$ cat config.mk
export PLATFORM = sky130hd
export DESIGN_NAME = mmc1_serial_mapper
export DESIGN_NICKNAME = d
export VERILOG_FILES = /design/src/rtl/mmc1_pkg.sv /design/src/rtl/mmc1_bus_sampler.sv /design/src/rtl/mmc1_serial_mapper.sv
export SDC_FILE = /design/constraint.sdc
export NUM_CORES = 1
export LEC_CHECK = 0
export BUFFER_PORTS_ARGS = -buffer_cell sky130_fd_sc_hd__buf_4
export CORE_MARGIN = 2
export CORE_UTILIZATION = 35
export CTS_CLUSTER_SIZE = 28
export DETAILED_ROUTE_END_ITERATION = 10
export SLEW_MARGIN = 20
export SYNTH_ARGS = -nofsm -noshare
export SYNTH_HDL_FRONTEND = slang
export SYNTH_SLANG_ARGS = --single-unit
$ cat constraint.sdc
create_clock -name CLK -period 3.1 [get_ports CLK]
set_input_delay 0.775 -clock CLK [delete_from_list [all_inputs] [get_ports CLK]]
set_output_delay 0.775 -clock CLK [all_outputs]
set_load 0.03 [all_outputs]
$ cat src/rtl/mmc1_pkg.sv
// Shared types and constants for the MMC1-class serial mapper.
// Register reset values, bus sample record and the mode/select decodes.
package mmc1_pkg;

  localparam logic [4:0] CTRL_RST    = 5'b01100;
  localparam logic [4:0] SHIFT_EMPTY = 5'b10000;

  typedef enum logic [1:0] {
    ONE_LO = 2'b00,
    ONE_HI = 2'b01,
    VERT   = 2'b10,
    HORZ   = 2'b11
  } mirror_e;

  typedef enum logic [1:0] {
    PRG32     = 2'b00,
    FIX_FIRST = 2'b10,
    FIX_LAST  = 2'b11
  } prg_mode_e;

  typedef enum logic [1:0] {
    SEL_CTRL = 2'b00,
    SEL_CHR0 = 2'b01,
    SEL_CHR1 = 2'b10,
    SEL_PRG  = 2'b11
  } reg_sel_e;

  // CPU bus fields captured during M2 high (M2 itself is tracked separately).
  typedef struct packed {
    logic romsel_n;
    logic rw_n;
    logic a14;
    logic a13;
    logic d7;
    logic d0;
  } bus_t;

  localparam int BUS_W = $bits(bus_t);

  localparam bus_t BUS_IDLE = '{romsel_n: 1'b1, rw_n: 1'b1, a14: 1'b0,
                                a13: 1'b0, d7: 1'b0, d0: 1'b0};

  // ctrl[3:2] = 0x both mean 32KB switching.
  function automatic prg_mode_e prg_mode(input logic [1:0] bits);
    return bits[1] ? prg_mode_e'(bits) : PRG32;
  endfunction

endpackage

$ cat src/rtl/mmc1_bus_sampler.sv
// Synchronises the CPU bus into the local clock domain, holds the last bus
// set seen while M2 was high and strobes one cycle when synced M2 falls.
module mmc1_bus_sampler
  import mmc1_pkg::*;
#(
  parameter int SYNC_STAGES = 2
) (
  input  logic             i_clk,
  input  logic             i_rst,
  input  logic             i_m2,
  input  logic [BUS_W-1:0] i_bus,
  output logic [BUS_W-1:0] o_lat,
  output logic             o_fall
);

  logic [SYNC_STAGES-1:0] r_m2_sync;
  bus_t                   r_bus_sync [SYNC_STAGES];
  bus_t                   r_lat;
  logic                   r_m2_prev;
  logic                   w_m2_s;
  bus_t                   w_bus_s;

  assign w_m2_s  = r_m2_sync[SYNC_STAGES-1];
  assign w_bus_s = r_bus_sync[SYNC_STAGES-1];

  always_ff @(posedge i_clk) begin
    if (i_rst) begin
      r_m2_sync <= '0;
      for (int i = 0; i < SYNC_STAGES; i++) r_bus_sync[i] <= '0;
      r_lat     <= BUS_IDLE;
      r_m2_prev <= 1'b0;
    end else begin
      r_m2_sync     <= {r_m2_sync[SYNC_STAGES-2:0], i_m2};
      r_bus_sync[0] <= bus_t'(i_bus);
      for (int i = 1; i < SYNC_STAGES; i++) r_bus_sync[i] <= r_bus_sync[i-1];
      r_m2_prev <= w_m2_s;
      if (w_m2_s) r_lat <= w_bus_s;
    end
  end

  // On the fall cycle the latch still holds the final M2-high sample.
  assign o_fall = r_m2_prev & ~w_m2_s;
  assign o_lat  = r_lat;

endmodule

$ cat src/rtl/mmc1_serial_mapper.sv
// MMC1-class mapper: 5-bit serial register loads from sampled CPU writes,
// with combinational PRG/CHR banking, mirroring and WRAM/ROM enables.
module mmc1_serial_mapper
  import mmc1_pkg::*;
#(
  parameter int PRG_BANK_W  = 4,
  parameter int CHR_BANK_W  = 5,
  parameter int SYNC_STAGES = 2
) (
  input  logic                  CLK,
  input  logic                  RST,
  input  logic                  CPU_M2,
  input  logic                  nCPU_ROMSEL,
  input  logic                  nCPU_RW,
  input  logic                  CPU_A14,
  input  logic                  CPU_A13,
  input  logic                  CPU_D7,
  input  logic                  CPU_D0,
  input  logic                  PPU_A12,
  input  logic                  PPU_A11,
  input  logic                  PPU_A10,
  output logic                  CIRAM_A10,
  output logic [PRG_BANK_W-1:0] PRG_A,
  output logic                  nPRG_CE,
  output logic                  WRAM_CE,
  output logic [CHR_BANK_W-1:0] CHR_A
);

  logic [BUS_W-1:0] w_lat_raw;
  bus_t             w_lat;
  logic             w_fall;

  mmc1_bus_sampler #(
    .SYNC_STAGES(SYNC_STAGES)
  ) u_sampler (
    .i_clk  (CLK),
    .i_rst  (RST),
    .i_m2   (CPU_M2),
    .i_bus  ({nCPU_ROMSEL, nCPU_RW, CPU_A14, CPU_A13, CPU_D7, CPU_D0}),
    .o_lat  (w_lat_raw),
    .o_fall (w_fall)
  );

  assign w_lat = bus_t'(w_lat_raw);

  logic [4:0] r_shift;
  logic [4:0] r_ctrl;
  logic [4:0] r_chr0;
  logic [4:0] r_chr1;
  logic [4:0] r_prg;
  logic       r_consec;

  logic       w_rom_wr;
  logic       w_accept;
  logic [4:0] w_value;
  reg_sel_e   w_sel;

  assign w_rom_wr = w_fall & ~w_lat.romsel_n & ~w_lat.rw_n;
  // A ROM write directly after another ROM write is the second half of an RMW.
  assign w_accept = w_rom_wr & ~r_consec;
  assign w_value  = {w_lat.d0, r_shift[4:1]};
  assign w_sel    = reg_sel_e'({w_lat.a14, w_lat.a13});

  always_ff @(posedge CLK) begin
    if (RST) begin
      r_shift  <= SHIFT_EMPTY;
      r_ctrl   <= CTRL_RST;
      r_chr0   <= '0;
      r_chr1   <= '0;
      r_prg    <= '0;
      r_consec <= 1'b0;
    end else begin
      if (w_fall) r_consec <= w_rom_wr;
      if (w_accept) begin
        if (w_lat.d7) begin
          r_shift <= SHIFT_EMPTY;
          r_ctrl  <= r_ctrl | CTRL_RST;
        end else if (!r_shift[0]) begin
          r_shift <= w_value;
        end else begin
          // Marker bit reached bit 0: this is the fifth write.
          r_shift <= SHIFT_EMPTY;
          case (w_sel)
            SEL_CTRL: r_ctrl <= w_value;
            SEL_CHR0: r_chr0 <= w_value;
            SEL_CHR1: r_chr1 <= w_value;
            SEL_PRG:  r_prg  <= w_value;
            default:  r_prg  <= w_value;
          endcase
        end
      end
    end
  end

  mirror_e                 w_mirror;
  prg_mode_e               w_prg_mode;
  logic [PRG_BANK_W-1:0]   w_prg_bank;
  logic [CHR_BANK_W-1:0]   w_chr0_bank;
  logic [CHR_BANK_W-1:0]   w_chr1_bank;

  assign w_mirror    = mirror_e'(r_ctrl[1:0]);
  assign w_prg_mode  = prg_mode(r_ctrl[3:2]);
  assign w_prg_bank  = r_prg[PRG_BANK_W-1:0];
  assign w_chr0_bank = r_chr0[CHR_BANK_W-1:0];
  assign w_chr1_bank = r_chr1[CHR_BANK_W-1:0];

  always_comb begin
    CIRAM_A10 = 1'b0;
    case (w_mirror)
      ONE_LO:  CIRAM_A10 = 1'b0;
      ONE_HI:  CIRAM_A10 = 1'b1;
      VERT:    CIRAM_A10 = PPU_A10;
      HORZ:    CIRAM_A10 = PPU_A11;
      default: CIRAM_A10 = 1'b0;
    endcase
  end

  always_comb begin
    PRG_A = w_prg_bank;
    case (w_prg_mode)
      PRG32:     PRG_A[0] = CPU_A14;
      FIX_FIRST: PRG_A = CPU_A14 ? w_prg_bank : '0;
      FIX_LAST:  PRG_A = CPU_A14 ? '1 : w_prg_bank;
      default:   PRG_A = w_prg_bank;
    endcase
  end

  always_comb begin
    CHR_A = w_chr0_bank;
    if (!r_ctrl[4]) CHR_A[0] = PPU_A12;
    else            CHR_A = PPU_A12 ? w_chr1_bank : w_chr0_bank;
  end

  assign nPRG_CE = nCPU_ROMSEL | ~nCPU_RW;
  assign WRAM_CE = CPU_M2 & nCPU_ROMSEL & CPU_A14 & CPU_A13 & ~r_prg[4];

endmodule

Yosys cells after proc, flatten, opt, wreduce, memory -nomap -nowiden:

Memory sizes are Yosys's and may differ from the RTL's. A register that Yosys moved wholly into a read port is not among the register bits.
Index checks and enable logic that the tools add are counted.

* flip-flop bits (word level): 29
* memory bits (writable): 12
* output and inout port bits: 12
* word-level logic and storage cells: 65
* memories: 1

* eq/ne operators: 8
* multiplexer cells: 19
* bitwise logic cells: 18
* reduce and logical (&&, ||, !) cells: 10

Memories
* u_sampler.r_bus_sync: depth 2, width 6, rd ports 2, clocked after memory_dff 1, wr ports 2, RTL line mmc1_bus_sampler.sv:17 `bus_t r_bus_sync [SYNC_STAGES];`

Operators by type and width (number)
* two-way mux 4 bit: 6
* AND reduction 4 bit: 4
* two-way mux 5 bit: 3
* equality test 2 bit (second input constant): 6
* two-way mux 6 bit: 2
* bitwise AND 1 bit: 8
* NOT 1 bit: 7
* zero test 2 bit: 3
* one-hot mux 3 bit (2 select lines): 1
* equality test 2 x 1 -> 1 bit (second input constant): 2
* two-way mux 1 bit: 4
* one-hot mux 1 bit (4 select lines): 1
* nonzero test 2 bit: 2
* OR 1 bit: 3
* one-hot mux 1 bit (3 select lines): 1
* AND reduction 3 bit: 1
* two-way mux 2 bit: 1

Depth between registers and ports, before layout:

Gate-level depths: netlist of run 1.

* depth after elaboration: 6
* gate-level depth with buffers: 4
* depth with buffers taken out: 3

Hierarchy:

Synthesis of run 1 repeated with hierarchy kept, for this count alone.

* cells, all modules: 191
* area, all modules: 1853.0 um2

By module, submodules not included
* mmc1_serial_mapper: instances 1, cells an instance 139, area an instance 1209.9 um2, sequential area each 520.5 um2
* mmc1_bus_sampler: instances 1, cells an instance 52, area an instance 643.1 um2, sequential area each 420.4 um2

Worst setup path before layout of run 1:

OpenSTA, ideal clock, no wires.

* path kind: input -> output
* start point: input PPU_A12
* end point: output CHR_A[0]
* arrival: 1380 ps
* slack: 945 ps
* stages on the path: 3
* cells stage by stage: nand2_1 -> nor2_1 -> nor2_1

* longest elaborated chain between the ends: 2

RTL lines
* from (decl): RTL line mmc1_serial_mapper.sv:19 `input logic PPU_A12,`
* two-way mux 5 bit: RTL line mmc1_serial_mapper.sv:131 `else CHR_A = PPU_A12 ? w_chr1_bank : w_chr0_bank;`
* two-way mux 1 bit *: RTL line mmc1_serial_mapper.sv:130 `if (!r_ctrl[4]) CHR_A[0] = PPU_A12;`
* to (decl): RTL line mmc1_serial_mapper.sv:26 `output logic [CHR_BANK_W-1:0] CHR_A`

Every way passes the cells marked *; elsewhere a longest branch is shown, timed or not.

Worst setup path after layout of run 1:

* start point: input PPU_A12
* end point: output CHR_A[2]

* longest elaborated chain between the ends: 2

RTL lines (RTL line)
* two-way mux 5 bit: mmc1_serial_mapper.sv:131
* two-way mux 4 bit: mmc1_serial_mapper.sv:130

Every way passes these cells.

==> results by group, run 1 <==
Timing
  – Final Max Slew Viols: 0
  – Final critical-path share of the clock period: 76.6%
  – Shortest period the worst path allows: 2.37 ns
  – Highest clock frequency the design can meet: 421 MHz
  – Number of hold violations in the final report: 0
  – Tightest Pin Transition: 0.560 ns
  – Max-Slew Margin vs Limit: 62.6%
  – Total negative slack for setup checks: 0 ns
  – Setup repair after global routing missed its margin: false
  – Final critical-path setup slack: 0.726 ns
  – Setup violation total in the final timing report: 0
  – Fin Clk Skew: 0.00751 ns

Synthesis
  – Synthesized flop and latch total: 47
  – Seq/Total Area, Yosys: 48.7%
  – Synthesized area per cell: 10.3 um^2
  – Cell with the most instances after synthesis: sky130_fd_sc_hd__dfxtp_1
  – Primary flip-flop cell chosen by synthesis mapping: sky130_fd_sc_hd__dfxtp_1
  – Post-synthesis cell count: 188
  – FFs w/ async S/R, synth: 0%
  – Library cell with the largest summed area after synthesis: sky130_fd_sc_hd__dfxtp_1
  – Leading cell types by count after synthesis: 47 x sky130_fd_sc_hd__dfxtp_1, 26 x sky130_fd_sc_hd__nand2b_1, 24 x sky130_fd_sc_hd__mux2i_1
  – Mapped cell area: 0.00193 mm^2
  – Net count after synthesis: 200
  – Leading cell types by total area after synthesis: sky130_fd_sc_hd__dfxtp_1 49%, sky130_fd_sc_hd__mux2i_1 12%, sky130_fd_sc_hd__nand2b_1 8.4%
  – Number of enable flip-flop cells after synthesis: 0
  – Portion of synthesized cell area occupied by the leading cell type: 48.7%
  – Number of warnings reported in the yosys synthesis log: 0
  – Library cells used by synthesis: 28

Clock tree
  – Worst-Skew Late Latency: 0.29 ns
  – TritonCTS clock tree: built
  – Hold buffer count at CTS: 0
  – Post-CTS setup-driven buffer insertion count: 0
  – Clock tree sinks: 47
  – Cells resized by post-CTS repair: 0
  – Maximum root-to-sink buffer count: 2
  – Number of CTS-inserted buffers: 5
  – Root buf cell: sky130_fd_sc_hd__clkbuf_8
  – Count of H-tree levels built during CTS: 2
  – Clock transition at the register clock pins on the worst setup and hold paths after CTS: 0.08 ns

Layout
  – Fraction of layout instances using a drive strength above 1: 19.9%
  – Fillers: 545
  – Final net count: 222
  – Final core utilization: 41.9%
  – Post-route cell area: 0.00227 mm^2
  – Layout overhead on the synthesized area: 17.4%
  – Diode count: 0

Worst setup path
  – Worst-case register-to-register setup slack: 1.47 ns
  – RR Endpoint: r_chr0[4]$_SDFFE_PP0P_
  – CP Launch Point: PPU_A12
  – Classification of the worst setup path: input port to output port
  – Cell Chain, Critical Path: buf_4 -> nand2_1 -> mux2_2 -> buf_4
  – Max FO, Critical Path: 5
  – Worst R2R Start: u_sampler.r_m2_sync[1]$_SDFF_PP0_
  – Largest incremental delay on the critical path: 0.37 ns
  – Critical path startpoint category: input port
  – Capturing instance or port of the critical path: CHR_A[2]
  – Most used cell along the critical path: sky130_fd_sc_hd__buf_4
  – Depth of the most critical reg-to-reg path: 3
  – Arrival time worst endpoint: 1.60 ns
  – Critical Path Sink Type: output port
  – Endpoint required time on the critical path: 2.32 ns
  – Worst-path cell with the longest stage delay: sky130_fd_sc_hd__mux2_2

Floorplan
  – Die width: 78.3 um
  – Number of rows in the core area: 27
  – Initial Util: 35.7%
  – Placeable core area: 0.00541 mm^2
  – Area enclosed by the die boundary: 0.00613 mm^2
  – Height of the die: 78.3 um
  – I/O pin count: 24

Detailed routing
  – First-pass iteration count of the detailed router: 5
  – Number of DRC markers in iteration 0: 24
  – Routed length per instance: 11.7 um
  – Via Count: 1,315
  – Wirelength, routed: 3320 um
  – Number of routed nets with antenna violations: 0
  – Via count normalized by instance count: 4.65
  – DRC viols: 0

Placement
  – HPWL after detailed placement: 2210 um
  – Count of port buffers added during placement: 23
  – Placement Cell Area: 0.00215 mm^2
  – Final weighted congestion in routability-driven placement: 0.711
  – Worst Setup Slack post-DPL: 0.732 ns

Global route
  – Total routing resource utilization after global routing: 12.0%
  – Via count of the first global-routing pass: 1,229
  – Number of antenna violations at the first check in global routing: 0
  – First-pass GRT wire length: 5870 um
  – Total global routing overflow: 0
  – Largest net degree at the start of global routing: 55

Run
  – Max Cap Viol: 0

Power and ir drop
  – IR drop worst, VDD: 0.308 mV
  – Power per unit of standard cell area: 494 mW/mm^2
  – Static Leak: 0.947 nW

Worst hold path
  – Hold/Removal Path Class: flop to flop

Run status
  – Run status: finished, final reports clean
[layer usage]
metal,track usage (%),part of all wire (%),vias to the layer above
li1,-,-,695
met1,16.9,52,595
met2,17.8,43,23
met3,3.45,4.2,2
met4,3.16,0.45,0
met5,0,0,-
[layout make-up]
| cell class | count | area (um^2) | area share, % |
|---|---|---|---|
| Sequential cell | 47 | 941 | 41.5 |
| Timing Repair Buffer | 23 | 173 | 7.62 |
| Tap cell | 72 | 90.1 | 3.97 |
| Clock inverter | 3 | 43.8 | 1.93 |
| Inverter | 3 | 11.3 | 0.497 |
| Clock buffer | 5 | 68.8 | 3.04 |
| Multi-Input combinational cell | 130 | 940 | 41.4 |
[layout by cell type, fill, tap and decap left out, drive strengths merged, types with 4 or more instances in the layout]
| cell | n |
|---|---|
| dfxtp | 47 |
| nand2b | 26 |
| mux2i | 24 |
| buf | 23 |
| nor2b | 17 |
| a21oi | 16 |
| nor2 | 15 |
| nand4 | 6 |
| o21ai | 5 |
| clkbuf | 5 |
| mux2 | 4 |
[state kept, by name, summed over array words and instances, names as in the netlist]
| name | flops |
|---|---|
| r_ctrl | 5 |
| r_consec | 1 |
| u_sampler.r_bus_sync | 12 |
| r_shift | 5 |
| u_sampler.o_lat | 6 |
| u_sampler.r_m2_sync | 2 |
| r_chr0 | 5 |
| r_chr1 | 5 |
| u_sampler.r_m2_prev | 1 |
| r_prg | 5 |
[critical path: cells and delay by family]
family / cells / cell delay (ns)
buf+inv: 2 / 0.28
mux: 1 / 0.37
simple gates: 1 / 0.18
[cells by family (layout without fill, tap and decap cells)]
group	after synthesis	in the layout	share of synthesized area (%)
AND/OR/NAND/NOR	76	76	26.4
flip-flops	47	47	48.7
multiplexers	28	28	14.8
buffers and inverters	11	34	2.66
AO/OA/AOI/OAI	26	26	7.45
[worst min path at each step]
stage / startpoint / to / slack [ns] / cells past startpoint
global route: u_sampler.r_bus_sync[0][2]$_SDFF_PP0_ / u_sampler.r_bus_sync[1][2]$_SDFF_PP0_ / 0.46 / 1
global placement: u_sampler.r_bus_sync[0][3]$_SDFF_PP0_ / u_sampler.r_bus_sync[1][3]$_SDFF_PP0_ / 0.42 / 1
finish: u_sampler.r_bus_sync[0][2]$_SDFF_PP0_ / u_sampler.r_bus_sync[1][2]$_SDFF_PP0_ / 0.44 / 1
CTS: u_sampler.r_bus_sync[1][5]$_SDFF_PP0_ / u_sampler.o_lat[5]$_SDFFE_PP1P_ / 0.45 / 1
detailed placement: u_sampler.r_bus_sync[1][5]$_SDFF_PP0_ / u_sampler.o_lat[5]$_SDFFE_PP1P_ / 0.42 / 1
floorplan: u_sampler.r_bus_sync[0][0]$_SDFF_PP0_ / u_sampler.r_bus_sync[1][0]$_SDFF_PP0_ / 0.41 / 1
[report_power, final]
group	leakage [nW]	switching, W	internal, W
combinational	0.506	0.0000305	0.0000304
sequential	0.382	0.00000786	0.000614
clock	0.0581	0.000197	0.000240
[through the flow]
step / hold slack, ns / total power (W) / instances
floorplan: 0.414 / 0.000673 / 188
global placement: 0.416 / 0.000698 / 275
detailed placement: 0.425 / 0.000698 / 275
CTS: 0.447 / 0.00114 / 283
global route: 0.458 / 0.00117 / 283
finish: 0.442 / 0.00112 / 283
Note: power is estimated with default switching activity, not from simulation.
==> inputs of run 2 (changes only) <==
--- a/config.mk
+++ b/config.mk
@@ -5,6 +5,7 @@
 export SDC_FILE = /design/constraint.sdc
 export NUM_CORES = 1
 export LEC_CHECK = 0
+export ABC_AREA = 1
 export BUFFER_PORTS_ARGS = -buffer_cell sky130_fd_sc_hd__buf_4
 export CORE_MARGIN = 2
 export CORE_UTILIZATION = 35
==> constraint.sdc (replaced) <==
create_clock -name CLK -period 2.2 [get_ports CLK]
set_input_delay 0.55 -clock CLK [delete_from_list [all_inputs] [get_ports CLK]]
set_output_delay 0.55 -clock CLK [all_outputs]
set_load 0.03 [all_outputs]
==> results by group, run 2 <==
Layout
  – Final core utilization: 41.7% (was 41.9%)
  – Fillers: 588 (was 545)
  – Final cell count without fillers: 353 (was 283)
  – Max FFs per register: 12 (unchanged)
  – Diode count: 0 (unchanged)
  – Final net count: 292 (was 222)
  – Leading cell types in the layout, fill and taps excluded: 54 x sky130_fd_sc_hd__nand2_1, 54 x sky130_fd_sc_hd__nor2_1, 47 x sky130_fd_sc_hd__dfxtp_1, 23 x sky130_fd_sc_hd__inv_1, 23 x sky130_fd_sc_hd__buf_4 (was 47 x sky130_fd_sc_hd__dfxtp_1, 26 x sky130_fd_sc_hd__nand2b_1, 24 x sky130_fd_sc_hd__mux2i_1, 23 x sky130_fd_sc_hd__buf_4, 17 x sky130_fd_sc_hd__nor2b_1)
  – Layout overhead on the synthesized area: 15.9% (was 17.4%)
  – Post-route cell area: 0.00227 mm^2 (about the same)
  – Fraction of layout instances using a drive strength above 1: 19.6% (was 19.9%)
  – Largest Register: u_sampler.r_bus_sync (unchanged)

Clock tree
  – Clock tree sinks: 47 (unchanged)
  – Maximum root-to-sink buffer count: 2 (unchanged)
  – TritonCTS clock tree: built (unchanged)
  – Clock transition at the register clock pins on the worst setup and hold paths after CTS: 0.09 ns (was 0.08 ns)
  – Root buf cell: sky130_fd_sc_hd__clkbuf_8 (unchanged)
  – Worst-Skew Late Latency: 0.29 ns (about the same)
  – Count of H-tree levels built during CTS: 2 (unchanged)
  – Hold buffer count at CTS: 0 (unchanged)
  – Number of CTS-inserted buffers: 5 (unchanged)
  – Post-CTS setup-driven buffer insertion count: 0 (unchanged)
  – Cells resized by post-CTS repair: 0 (unchanged)

Synthesis
  – Library cells used by synthesis: 25 (was 28)
  – Synthesized area per cell: 7.58 um^2 (was 10.3 um^2)
  – Number of enable flip-flop cells after synthesis: 0 (unchanged)
  – Net count after synthesis: 270 (was 200)
  – Mapped cell area: 0.00196 mm^2 (was 0.00193 mm^2)
  – FFs w/ async S/R, synth: 0% (unchanged)
  – Leading cell types by count after synthesis: 54 x sky130_fd_sc_hd__nand2_1, 54 x sky130_fd_sc_hd__nor2_1, 47 x sky130_fd_sc_hd__dfxtp_1 (was 47 x sky130_fd_sc_hd__dfxtp_1, 26 x sky130_fd_sc_hd__nand2b_1, 24 x sky130_fd_sc_hd__mux2i_1)
  – Post-synthesis cell count: 258 (was 188)
  – Primary flip-flop cell chosen by synthesis mapping: sky130_fd_sc_hd__dfxtp_1 (unchanged)
  – Number of warnings reported in the yosys synthesis log: 0 (unchanged)
  – Synthesized flop and latch total: 47 (unchanged)
  – Seq/Total Area, Yosys: 48.1% (was 48.7%)
  – Leading cell types by total area after synthesis: sky130_fd_sc_hd__dfxtp_1 48%, sky130_fd_sc_hd__nand2_1 10%, sky130_fd_sc_hd__nor2_1 10% (was sky130_fd_sc_hd__dfxtp_1 49%, sky130_fd_sc_hd__mux2i_1 12%, sky130_fd_sc_hd__nand2b_1 8.4%)
  – Library cell with the largest summed area after synthesis: sky130_fd_sc_hd__dfxtp_1 (unchanged)
  – Portion of synthesized cell area occupied by the leading cell type: 48.1% (was 48.7%)

Global route
  – First-pass GRT wire length: 6010 um (was 5870 um)
  – Largest net degree at the start of global routing: 31 (was 55)
  – Number of antenna violations at the first check in global routing: 0 (unchanged)
  – Total routing resource utilization after global routing: 12.2% (was 12.0%)
  – Via count of the first global-routing pass: 1,397 (was 1,229)
  – Total global routing overflow: 0 (unchanged)

Detailed routing
  – Routed length per instance: 9.58 um (was 11.7 um)
  – Number of DRC markers in iteration 0: 41 (was 24)
  – Metal-1 WL: 1670 um (was 1730 um)
  – First-pass iteration count of the detailed router: 4 (was 5)
  – Number of routed nets with antenna violations: 0 (unchanged)
  – Via Count: 1,548 (was 1,315)
  – Met3 Routed Length: 151 um (was 138 um)
  – Wirelength, routed: 3380 um (was 3320 um)
  – DRC viols: 0 (unchanged)
  – Via count normalized by instance count: 4.39 (was 4.65)
  – Sum of met2 wire segment lengths after detailed routing: 1520 um (was 1440 um)
  – Uppermost signal routing layer after detailed routing: met4 (unchanged)

Placement
  – Count of port buffers added during placement: 23 (unchanged)
  – Placement Cell Area: 0.00218 mm^2 (was 0.00215 mm^2)
  – HPWL after detailed placement: 2410 um (was 2210 um)
  – Final weighted congestion in routability-driven placement: 0.782 (was 0.711)
  – Cell total after placement: 345 (was 275)

Timing
  – Setup repair after global routing missed its margin: false (unchanged)
  – Number of hold violations in the final report: 0 (unchanged)
  – Max-Slew Margin vs Limit: 69.0% (was 62.6%)
  – Highest clock frequency the design can meet: 521 MHz
  – Final critical-path share of the clock period: 87.2%
  – Tightest Pin Transition: 0.465 ns (was 0.560 ns)
  – Fin Hold WS: 0.399 ns (was 0.442 ns)
  – Setup violation total in the final timing report: 0 (unchanged)
  – Total negative slack for setup checks: 0 ns (unchanged)
  – Shortest period the worst path allows: 1.92 ns
  – Final Max Slew Viols: 0 (unchanged)
  – Fin Clk Skew: 0.00531 ns (was 0.00751 ns)

Floorplan
  – Placeable core area: 0.00544 mm^2 (was 0.00541 mm^2)
  – Die width: 78.8 um (was 78.3 um)
  – I/O pin count: 24 (unchanged)
  – Height of the die: 78.8 um (was 78.3 um)
  – Number of rows in the core area: 27 (unchanged)
  – Area enclosed by the die boundary: 0.00621 mm^2 (was 0.00613 mm^2)
  – Initial Util: 36.0% (was 35.7%)

Worst setup path
  – Arrival time worst endpoint: 1.37 ns (was 1.60 ns)
  – Most used cell along the critical path: sky130_fd_sc_hd__buf_4 (unchanged)
  – Critical Path Sink Type: output port (unchanged)
  – Worst-path cell with the longest stage delay: sky130_fd_sc_hd__mux2_2 (unchanged)
  – Classification of the worst setup path: input port to output port (unchanged)
  – Top cell family by delay on the critical path: multiplexers (unchanged)
  – Max FO, Critical Path: 5 (unchanged)
  – Cell Chain, Critical Path: buf_4 -> nand2_1 -> mux2_2 -> buf_4 (unchanged)
  – Worst Path Buf+Inv: 2 (unchanged)
  – Largest incremental delay on the critical path: 0.37 ns (about the same)
  – Critical path startpoint category: input port (unchanged)
  – Endpoint required time on the critical path: 1.65 ns (was 2.32 ns)

Worst hold path
  – Hold/Removal Path Class: flop to flop (unchanged)

Power and ir drop
  – Power per unit of standard cell area: 655 mW/mm^2 (was 494 mW/mm^2)
  – IR drop worst, VDD: 0.422 mV (was 0.308 mV)
  – Static Leak: 1.05 nW (was 0.947 nW)

Run status
  – Run status: finished, final reports clean (unchanged)

Run
  – Max Cap Viol: 0 (unchanged)
[run 2: routing by layer]
layer,vias to the layer above,GRT usage [%]
met2,29,20.6
met5,-,0
li1,843,-
met3,5,3.41
met1,671,14.5
met4,0,5.26
[run 2: power by group]
group          internal [W]  switching, W  total [W]
logic             0.0000392     0.0000603  0.0000995
clock network      0.000221      0.000287   0.000508
registers          0.000868     0.0000115   0.000880
[run 2: stage by stage]
| step | total power, W | setup WS (ns) |
|---|---|---|
| floorplan | 0.000964 | 0.381 |
| global placement | 0.000999 | 0.315 |
| detailed placement | 0.00100 | 0.268 |
| CTS | 0.00151 | 0.270 |
| global route | 0.00156 | 0.236 |
| finish | 0.00149 | 0.282 |
[run 2: final cells by class]
class | instances | area (um^2) | share of cell area [%]
inverter | 30 | 113 | 4.96
sequential | 47 | 941 | 41.5
timing repair buffer | 23 | 173 | 7.61
multi-input combinational | 173 | 863 | 38.1
clock inverter | 3 | 20.0 | 0.883
clock buffer | 5 | 68.8 | 3.03
tap | 72 | 90.1 | 3.97
[run 2: tightest hold or removal path: cells and delay by family, from the launching register on]
family | cells | cell delay (ns)
DFF | 1 | 0.30
buffers and inverters | 1 | 0.04
and+or+nand+nor | 1 | 0.03
[run 2: final timing paths]
kind,slack (ns),start,end,depth (start not counted)
setup / recovery,0.28,PPU_A12,CHR_A[3],4
hold / removal,0.40,u_sampler.r_bus_sync[0][5]$_SDFF_PP0_,u_sampler.r_bus_sync[1][5]$_SDFF_PP0_,2
setup reg to reg,0.82,u_sampler.o_lat[1]$_SDFFE_PP0P_,r_ctrl[2]$_SDFFE_PP1P_,5
hold reg to reg,0.40,u_sampler.r_bus_sync[0][5]$_SDFF_PP0_,u_sampler.r_bus_sync[1][5]$_SDFF_PP0_,2
[run 2: cell families (layout without fill, tap and decap cells)]
| family | count (synthesis) | after routing | synth area share [%] |
|---|---|---|---|
| simple gates | 140 | 140 | 34.1 |
| flops | 47 | 47 | 48.1 |
| buf+inv | 38 | 61 | 7.80 |
| compound gates | 29 | 29 | 7.67 |
| mux | 4 | 4 | 2.30 |
